### config.mk
export PLATFORM = sky130hd
export DESIGN_NAME = counter_arbiter
export DESIGN_NICKNAME = d
export VERILOG_FILES = /design/src/rtl/counter_arb_pkg.sv /design/src/rtl/rr_arbiter.sv /design/src/rtl/counter_arbiter.sv
export SDC_FILE = /design/constraint.sdc
export NUM_CORES = 1
export LEC_CHECK = 0
export ABC_CLOCK_PERIOD_IN_PS = 7740
export CORE_MARGIN = 1.5
export CORE_UTILIZATION = 49
export CTS_CLUSTER_DIAMETER = 60
export DETAILED_ROUTE_END_ITERATION = 7
export GPL_ROUTABILITY_DRIVEN = 0
export GPL_TIMING_DRIVEN = 0
export PLACE_DENSITY = 0.95
export SLEW_MARGIN = 20
export SYNTH_ARGS = -nofsm -noshare
export SYNTH_HDL_FRONTEND = slang
export SYNTH_SLANG_ARGS = --single-unit
export TNS_END_PERCENT = 100
### constraint.sdc
create_clock -name clk -period 7.74 [get_ports clk]
set_clock_uncertainty 0.15 [all_clocks]
set_input_delay 1.161 -clock clk [delete_from_list [all_inputs] [get_ports clk]]
set_output_delay 1.161 -clock clk [all_outputs]
set_load 0.01 [all_outputs]
### src/rtl/counter_arb_pkg.sv
// Shared types for the counter arbiter: requester op codes and arbitration FSM states.
package counter_arb_pkg;

    typedef enum logic [1:0] {
        OP_INC  = 2'b00,
        OP_DEC  = 2'b01,
        OP_LOAD = 2'b10,
        OP_READ = 2'b11
    } op_e;

    typedef enum logic {
        ARB    = 1'b0,
        LOCKED = 1'b1
    } state_e;

endpackage

### src/rtl/rr_arbiter.sv
// Round-robin grant: scans requesters starting one past last_idx, wrapping, and
// returns a one-hot grant (all zero when nobody requests).
module rr_arbiter #(
    parameter int unsigned NUM_REQ = 4,
    localparam int unsigned IDW    = $clog2(NUM_REQ)
) (
    input  logic [NUM_REQ-1:0] req,
    input  logic [IDW-1:0]     last_idx,
    output logic [NUM_REQ-1:0] grant
);

    always_comb begin
        int unsigned idx;
        logic        found;
        grant = '0;
        found = 1'b0;
        idx   = 0;
        for (int unsigned i = 1; i <= NUM_REQ; i++) begin
            idx = (32'(last_idx) + i) % NUM_REQ;
            if (!found && req[IDW'(idx)]) begin
                grant[IDW'(idx)] = 1'b1;
                found            = 1'b1;
            end
        end
    end

endmodule

### src/rtl/counter_arbiter.sv
// Shared counter serving NUM_REQ requesters through a round-robin arbiter with lock.
// Build option: COUNTER_ARB_SATURATE_EN makes INC/DEC saturate instead of wrapping.
module counter_arbiter
    import counter_arb_pkg::*;
#(
    parameter int unsigned WIDTH   = 4,
    parameter int unsigned NUM_REQ = 4
) (
    input  logic                            clk,
    input  logic                            rst,
    input  logic [NUM_REQ-1:0]              req_valid,
    input  logic [NUM_REQ-1:0][1:0]         req_op,
    input  logic [NUM_REQ-1:0][WIDTH-1:0]   req_data,
    input  logic [NUM_REQ-1:0]              req_lock,
    output logic [NUM_REQ-1:0]              req_ready,
    output logic                            rsp_valid,
    output logic [$clog2(NUM_REQ)-1:0]      rsp_id,
    output logic [WIDTH-1:0]                rsp_count,
    output logic                            rsp_ovf,
    output logic                            rsp_unf,
    output logic [WIDTH-1:0]                count
);

    localparam int unsigned IDW = $clog2(NUM_REQ);
    localparam logic [WIDTH-1:0] CNT_MAX = '1;

    state_e             state;
    logic [IDW-1:0]     owner;
    logic [IDW-1:0]     last_idx;
    logic [IDW-1:0]     sel_idx;
    logic [NUM_REQ-1:0] rr_grant;
    logic               accept;
    op_e                sel_op;
    logic [WIDTH-1:0]   sel_data;
    logic               sel_lock;
    logic [WIDTH-1:0]   next_count;
    logic               next_ovf;
    logic               next_unf;

    rr_arbiter #(
        .NUM_REQ (NUM_REQ)
    ) u_rr_arbiter (
        .req      (req_valid),
        .last_idx (last_idx),
        .grant    (rr_grant)
    );

    // Grant depends only on valids and FSM state; a locked owner is the sole candidate.
    always_comb begin
        req_ready = '0;
        if (state == ARB) begin
            req_ready = rr_grant;
        end else if (req_valid[owner]) begin
            req_ready[owner] = 1'b1;
        end
    end

    always_comb begin
        sel_idx = '0;
        for (int unsigned i = 0; i < NUM_REQ; i++) begin
            if (req_ready[i]) begin
                sel_idx = IDW'(i);
            end
        end
    end

    // Ready is only ever raised toward a valid requester, so any ready bit is an acceptance.
    assign accept   = |req_ready;
    assign sel_op   = op_e'(req_op[sel_idx]);
    assign sel_data = req_data[sel_idx];
    assign sel_lock = req_lock[sel_idx];

    always_comb begin
        next_count = count;
        next_ovf   = 1'b0;
        next_unf   = 1'b0;
        case (sel_op)
            OP_INC: begin
                if (count == CNT_MAX) begin
                    next_ovf = 1'b1;
`ifdef COUNTER_ARB_SATURATE_EN
                    next_count = CNT_MAX;
`else
                    next_count = '0;
`endif
                end else begin
                    next_count = count + WIDTH'(1);
                end
            end
            OP_DEC: begin
                if (count == '0) begin
                    next_unf = 1'b1;
`ifdef COUNTER_ARB_SATURATE_EN
                    next_count = '0;
`else
                    next_count = CNT_MAX;
`endif
                end else begin
                    next_count = count - WIDTH'(1);
                end
            end
            OP_LOAD: next_count = sel_data;
            OP_READ: next_count = count;
            default: next_count = count;
        endcase
    end

    // Reset pointer at NUM_REQ-1 so the first search begins at requester 0.
    always_ff @(posedge clk or posedge rst) begin
        if (rst) begin
            state     <= ARB;
            owner     <= '0;
            last_idx  <= IDW'(NUM_REQ - 1);
            count     <= '0;
            rsp_valid <= 1'b0;
            rsp_id    <= '0;
            rsp_count <= '0;
            rsp_ovf   <= 1'b0;
            rsp_unf   <= 1'b0;
        end else begin
            rsp_valid <= accept;
            if (accept) begin
                count     <= next_count;
                rsp_id    <= sel_idx;
                rsp_count <= next_count;
                rsp_ovf   <= next_ovf;
                rsp_unf   <= next_unf;
                last_idx  <= sel_idx;
            end
            case (state)
                ARB: begin
                    if (accept && sel_lock) begin
                        state <= LOCKED;
                        owner <= sel_idx;
                    end
                end
                LOCKED: begin
                    if (!req_valid[owner] || (accept && !sel_lock)) begin
                        state <= ARB;
                    end
                end
                default: state <= ARB;
            endcase
        end
    end

endmodule

==> results.yml, run 1 <==
die:
  die_h_um: 60.5
  fp.dieArea_sq_mm: 0.00366
  core_sq_mm: 0.00310
  io_pins: 51
  start_util: 0.523
  die_w_um: 60.5
  num_rows: 20
worst_setup_path:
  max_stage_delay_ps: 590
  crit_type: "in2out"
  arrival_ps: 4010
  cp.required_ps: 6430
  endpoint_kind: "output port"
  crit_path_start_kind: "primary input"
  worst_path_most_repeated_cell: "clkdlybuf4s50_1"
  path_max_fanout: 10
  crit_chain: "clkdlybuf4s50_1 -> mux4_2 -> nor3b_1 -> nand2_1 -> a32oi_2 -> buf_4 -> clkdlybuf4s50_1"
  slowest_stage: "mux4_2"
yosys:
  syn_inst: 180
  synthFlopType: "dfrtp_1"
  yosys_warnings: 0
  ys_seq_elements: 14
  synth_area_sq_mm: 0.00162
  synth-edff-count: 0
  avgSynthCellArea_sq_um: 9.01
  synthArstFlopShare: 1.00
  synth.net_count: 228
  synth_seq_area_share: 0.218
  synth_cell_types: 51
worst_hold_path:
  min_path_type: "reg2reg"
clocking:
  clockBufferDepth: 2
  clk_pin_slew_ps: 90
  holdBufCountCts: 0
  cts-root-buf: "clkbuf_4"
  cts_buffers: 3
  cts_setup_buffers: 0
  htree_levels: 1
  cts_resized: 0
  insertion_delay_ps: 290
  cts_tree: "yes"
  clock_sinks: 14
pwr:
  p_total_mw: 1.20
  p_seq_frac: 0.132
  switchingPower_uw: 594
  power_frac_clock: 0.047
  power.leakage_nw: 0.913
  ir_worst_vdd_v: 0.000377
  powerDensity_mw_per_mm2: 543
  swShare: 0.494
  combPwrFrac: 0.821
  internal_power_uw: 608
global_route:
  use_met1: 0.312
  grt_use_met2: 0.429
  overflow: 0
  grt_busiest_layer: "met2"
  antenna_found_initial: 0
  grt_use_met3: 0.0149
  grt_max_degree: 15
  grt_pass1_wl_mm: 6.66
  track_usage: 0.244
  grt_pass1_vias: 1489
timing:
  setup_viol: 0
  slew_headroom: 0.639
  drv_slew: 0
  post-route-period-util: 0.687
  fin_tns_setup_ps: 0
  tightest_slew_ps: 541
  max_freq_ghz: 0.188
  rsz0062_at_grt: "no"
  hold_viol: 0
  period_needed_ps: 5320
placement:
  post-dp-hpwl_mm: 3.33
  io_buffers: 50
route:
  viasPerCell: 5.76
  ant_nets: 0
  routed_wl_mm: 4.29
  drcViolationCount: 0
  drt-pass1-iter-count: 5
  drt_iter0_drc: 147
  num_vias: 1601
  avgRoutedWirePerCell_um: 15.4
status:
  status: "finished clean"
layout:
  nets: 283
  num_antenna_cells: 0
  drive_above_1_share: 0.120
  fillers: 253
  syn_to_final_growth_pct: 36.5
run:
  maxCapViolCount: 0
kinds of logic after synthesis:
group	share of synthesized area
fa+ha+maj	0.108
buf+inv	0.0841
compound gates	0.238
flops	0.218
xor+xnor	0.00540
simple gates	0.191
mux	0.157
state kept, by name (all words and copies together) (netlist names):
signal and count:
owner 2, rsp_id 2, count 4, state 1, rsp_unf 1, last_idx 2, rsp_valid 1, rsp_ovf 1
worst max-delay path: cells and delay by family:
family / cells / cell delay (ps)
buffers and inverters: 3 / 1370
muxes: 1 / 590
AOI/OAI and AO/OA: 1 / 290
and+or+nand+nor: 2 / 580
path summary, 6_finish.rpt:
check                                          endpoint                     from  cells past startpoint  slack [ps]
max in group asynchronous       last_idx[0]$_DFFE_PP1P_                      rst                      2        6020
worst min-delay path              rsp_id[1]$_DFFE_PP0P_    rsp_id[1]$_DFFE_PP0P_                      1         350
min in group asynchronous           rsp_unf$_DFFE_PP0P_                      rst                      2        1050
worst min register to register    rsp_id[1]$_DFFE_PP0P_    rsp_id[1]$_DFFE_PP0P_                      1         350
worst max-delay path                       req_ready[1]             req_valid[3]                      7        2420
worst max register to register     count[1]$_DFFE_PP0P_  last_idx[1]$_DFFE_PP1P_                     16        2730
cell usage after synthesis (2+ instances only):
cell type / number / area [sq um]
a21o_1: 3 / 22.5
nand3_1: 3 / 15.0
a211o_1: 4 / 35.0
dfstp_2: 2 / 52.6
a31oi_1: 2 / 12.5
nand2_1: 21 / 78.8
ha_1: 14 / 175
inv_1: 11 / 41.3
nand2b_1: 3 / 18.8
mux2_2: 3 / 33.8
a22oi_1: 3 / 22.5
o22ai_1: 3 / 18.8
mux2i_1: 13 / 130
a221oi_1: 6 / 52.6
buf_6: 3 / 33.8
mux4_2: 4 / 90.1
dfrtp_1: 12 / 300
nand4_1: 2 / 12.5
buf_4: 5 / 37.5
a21oi_1: 7 / 35.0
clkbuf_1: 4 / 15.0
o31ai_1: 3 / 22.5
nor2b_1: 3 / 18.8
o21ai_0: 9 / 45.0
nor2_1: 10 / 37.5
nand4b_1: 2 / 17.5
metal layers:
metal	vias up	wire, um
met4	0	79
li1	774	-
met2	65	2140
met5	-	0
met1	754	1880
met3	8	191
power by group through the flow:
stage                     Combinational (mW)  Sequential, mW  Clock [mW]
after floorplan                        0.708           0.158           0
after global placement                 0.942           0.158           0
after detailed placement               0.973           0.159           0
after CTS                              0.978           0.158      0.0547
after global routing                    1.08           0.164      0.0579
final                                  0.987           0.159      0.0560
through the flow:
stage	instances	setup WS (ps)	area (sq um)	util	hold slack, ps
2_1_floorplan	180	3300	1620	-	365
3_3_place_gp	274	2400	2180	0.702	319
3_5_place_dp	274	2350	2180	0.702	322
4_1_cts	278	2440	2210	0.713	346
5_1_grt	278	2230	2210	0.713	359
6_report	278	2420	2210	0.713	347
layout make-up:
cell class              instances  area, sq um  share of cell area
plain buffers                  13         91.3              0.0413
clock buffers                   4         36.3              0.0164
inverters                      12         45.0              0.0204
multi-input cells             141         1130               0.512
flip-flops and latches         14          353               0.159
well taps                      44         55.1              0.0249
repair buffers                 50          500               0.226
cells in the final DEF (no fill, tap or decap), drive strengths merged, types with 4 or more instances in the layout:
cell / synthesis / layout
nand2: 21 / 21
inv: 12 / 12
nor2: 10 / 10
a21oi: 8 / 8
a211o: 4 / 4
o21ai: 10 / 10
mux2i: 13 / 13
a221oi: 6 / 6
ha: 14 / 14
clkbuf: 4 / 8
clkdlybuf4s50: 0 / 50
dfrtp: 12 / 12
buf: 9 / 9
mux4: 4 / 4
Power figures use the tool's default switching activity.
==> inputs of run 2 (changes only) <==
Settings changed: ABC_CLOCK_PERIOD_IN_PS 7740 to 4660, CORE_UTILIZATION 49 to 43, PLACE_DENSITY 0.95 to 0.9.
Clock period 7.74 ns to 4.66 ns, I/O delays scaled along.
==> results.yml, run 2 (same netlist as run 1, synthesis figures left out) <==
layout:
  multi_input_area_sq_mm: 0.00116
  regArea_sq_um: 353
  drive_above_1_share: 0.194
  syn_to_final_growth_pct: 47.3
  layout_commonest_cell: "clkdlybuf4s50_1"
  num_antenna_cells: 0
  largest_reg_flops: 4
  fillers: 311
  nets: 296
  fin_util: 0.657
  max_flop_register: "count"
  final_cell_mix: "clkdlybuf4s50_1 (46), nand2_1 (21), buf_4 (18)"
  finalInstanceArea_sq_mm: 0.00239
worst_setup_path:
  worst_r2r_startpoint: "last_idx[0]$_DFFE_PP1P_"
  crit_type: "reg2reg"
  crit_chain: "buf_6 -> clkinvlp_4 -> ha_4 -> mux4_2 -> nor4b_4 -> buf_4 -> a21oi_2 -> a32oi_4 -> inv_1 -> mux2_2 -> ha_1 -> clkbuf_2 -> o21ai_0 -> o22ai_1 -> mux2i_1 -> o21ai_1"
  endpoint: "count[0]$_DFFE_PP0P_"
  slowest_stage: "dfstp_2"
  crit_start: "last_idx[0]$_DFFE_PP1P_"
  r2r-end: "count[0]$_DFFE_PP0P_"
  max_stage_delay_ps: 580
  crit_path_start_kind: "register"
  endpoint_kind: "register"
  path_max_fanout: 10
  cp.required_ps: 4630
  ff2ff_setup_slack_ps: 200
  arrival_ps: 4430
  r2r_cells: 16
route:
  drt_iter0_drc: 123
  ant_nets: 0
  drt-pass1-iter-count: 4
  drcViolationCount: 0
  avgRoutedWirePerCell_um: 14.7
  num_vias: 1685
  routed_wl_mm: 4.33
  viasPerCell: 5.71
timing:
  max_freq_ghz: 0.224
  slew_headroom: 0.656
  setup_viol: 0
  hold_viol: 0
  post-route-period-util: 0.957
  worst_slack_ps: 200
  tightest_slew_ps: 514
  drv_slew: 0
  period_needed_ps: 4460
  fin_hold_ws_ps: 334
die:
  io_pins: 51
  start_util: 0.446
  fp.dieArea_sq_mm: 0.00415
  core_sq_mm: 0.00363
  die_w_um: 64.4
  die_h_um: 64.4
  num_rows: 22
global_route:
  antenna_found_initial: 0
  grt_max_degree: 15
  grt_pass1_wl_mm: 7.04
  overflow: 0
  grt_pass1_vias: 1637
  track_usage: 0.210
pwr:
  power.leakage_nw: 1.03
  powerDensity_mw_per_mm2: 912
  ir_worst_vdd_v: 0.000503
clocking:
  cts_buffers: 3
  cts-root-buf: "clkbuf_8"
  cts_tree: "yes"
  clock_sinks: 14
  clk_pin_slew_ps: 60
  clockBufferDepth: 2
  insertion_delay_ps: 250
  htree_levels: 1
worst_hold_path:
  min_path_type: "reg2reg"
  holdPathStages: 2
placement:
  io_buffers: 50
  post-dp-hpwl_mm: 3.25
  pre_cts_ws_ps: -347
  placed_area_sq_mm: 0.00218
status:
  status: "finished clean"
run:
  maxCapViolCount: 0
-- run 2: changes by cell type in the layout (fill, tap and decap cells not counted), sizes merged --
cell and delta:
clkinvlp +1, clkdlybuf4s50 -4, clkbuf -1, dlymetal6s2s +4, inv -1, buf +14
-- run 2: critical path: cells and delay by family (launching register included) --
| family | cells | cell delay [ps] |
|---|---|---|
| DFF | 1 | 580 |
| and+or+nand+nor | 1 | 340 |
| muxes | 3 | 840 |
| adders and majority gates | 2 | 620 |
| buffers and inverters | 5 | 900 |
| AOI/OAI and AO/OA | 5 | 890 |
-- run 2: how the worst min path moves through the flow --
stage | start | slack (ps) | endpoint
CTS | rsp_ovf$_DFFE_PP0P_ | 340 | rsp_ovf$_DFFE_PP0P_
finish | rsp_id[0]$_DFFE_PP0P_ | 330 | rsp_id[0]$_DFFE_PP0P_
floorplan | rsp_id[0]$_DFFE_PP0P_ | 360 | rsp_id[0]$_DFFE_PP0P_
detailed placement | rsp_ovf$_DFFE_PP0P_ | 330 | rsp_ovf$_DFFE_PP0P_
global placement | rsp_id[0]$_DFFE_PP0P_ | 320 | rsp_id[0]$_DFFE_PP0P_
global route | rsp_unf$_DFFE_PP0P_ | 360 | rsp_unf$_DFFE_PP0P_
-- run 2: metal layers --
layer	global-route usage	up-vias	routed length [um]
met3	0.0226	12	183
met1	0.251	806	1800
met4	0.0851	0	98
met5	0	-	0
met2	0.384	69	2250
li1	-	798	-
-- run 2: power by group --
group / internal, mW / switching [mW]
clock: 0.0748 / 0.0423
sequential: 0.194 / 0.0736
combinational: 0.890 / 0.904
-- run 2: timing repair --
item	in CTS	in global routing
hold buffers	0	0
setup buffers	1	13
setup endpoints to repair	6	6
gates resized for setup	4	10
pin swaps	1	2
hold endpoints to repair	0	0
-- run 2: metrics by stage --
| stage | power (mW) | instances | TNS [ps] |
|---|---|---|---|
| 2_1_floorplan | 1.44 | 180 | 0 |
| 5_1_grt | 2.37 | 295 | -6.26 |
| 4_1_cts | 2.03 | 282 | 0 |
| 3_5_place_dp | 1.87 | 278 | -1260 |
| 6_report | 2.18 | 295 | 0 |
| 3_3_place_gp | 1.82 | 278 | -619 |
-- run 2: area by class of cell --
type	instances	share of cell area
sequential	14	0.148
clock buffer	4	0.0230
buffer	12	0.0393
tap	48	0.0251
multi-input combinational	141	0.487
timing repair buffer	64	0.258
inverter	12	0.0204
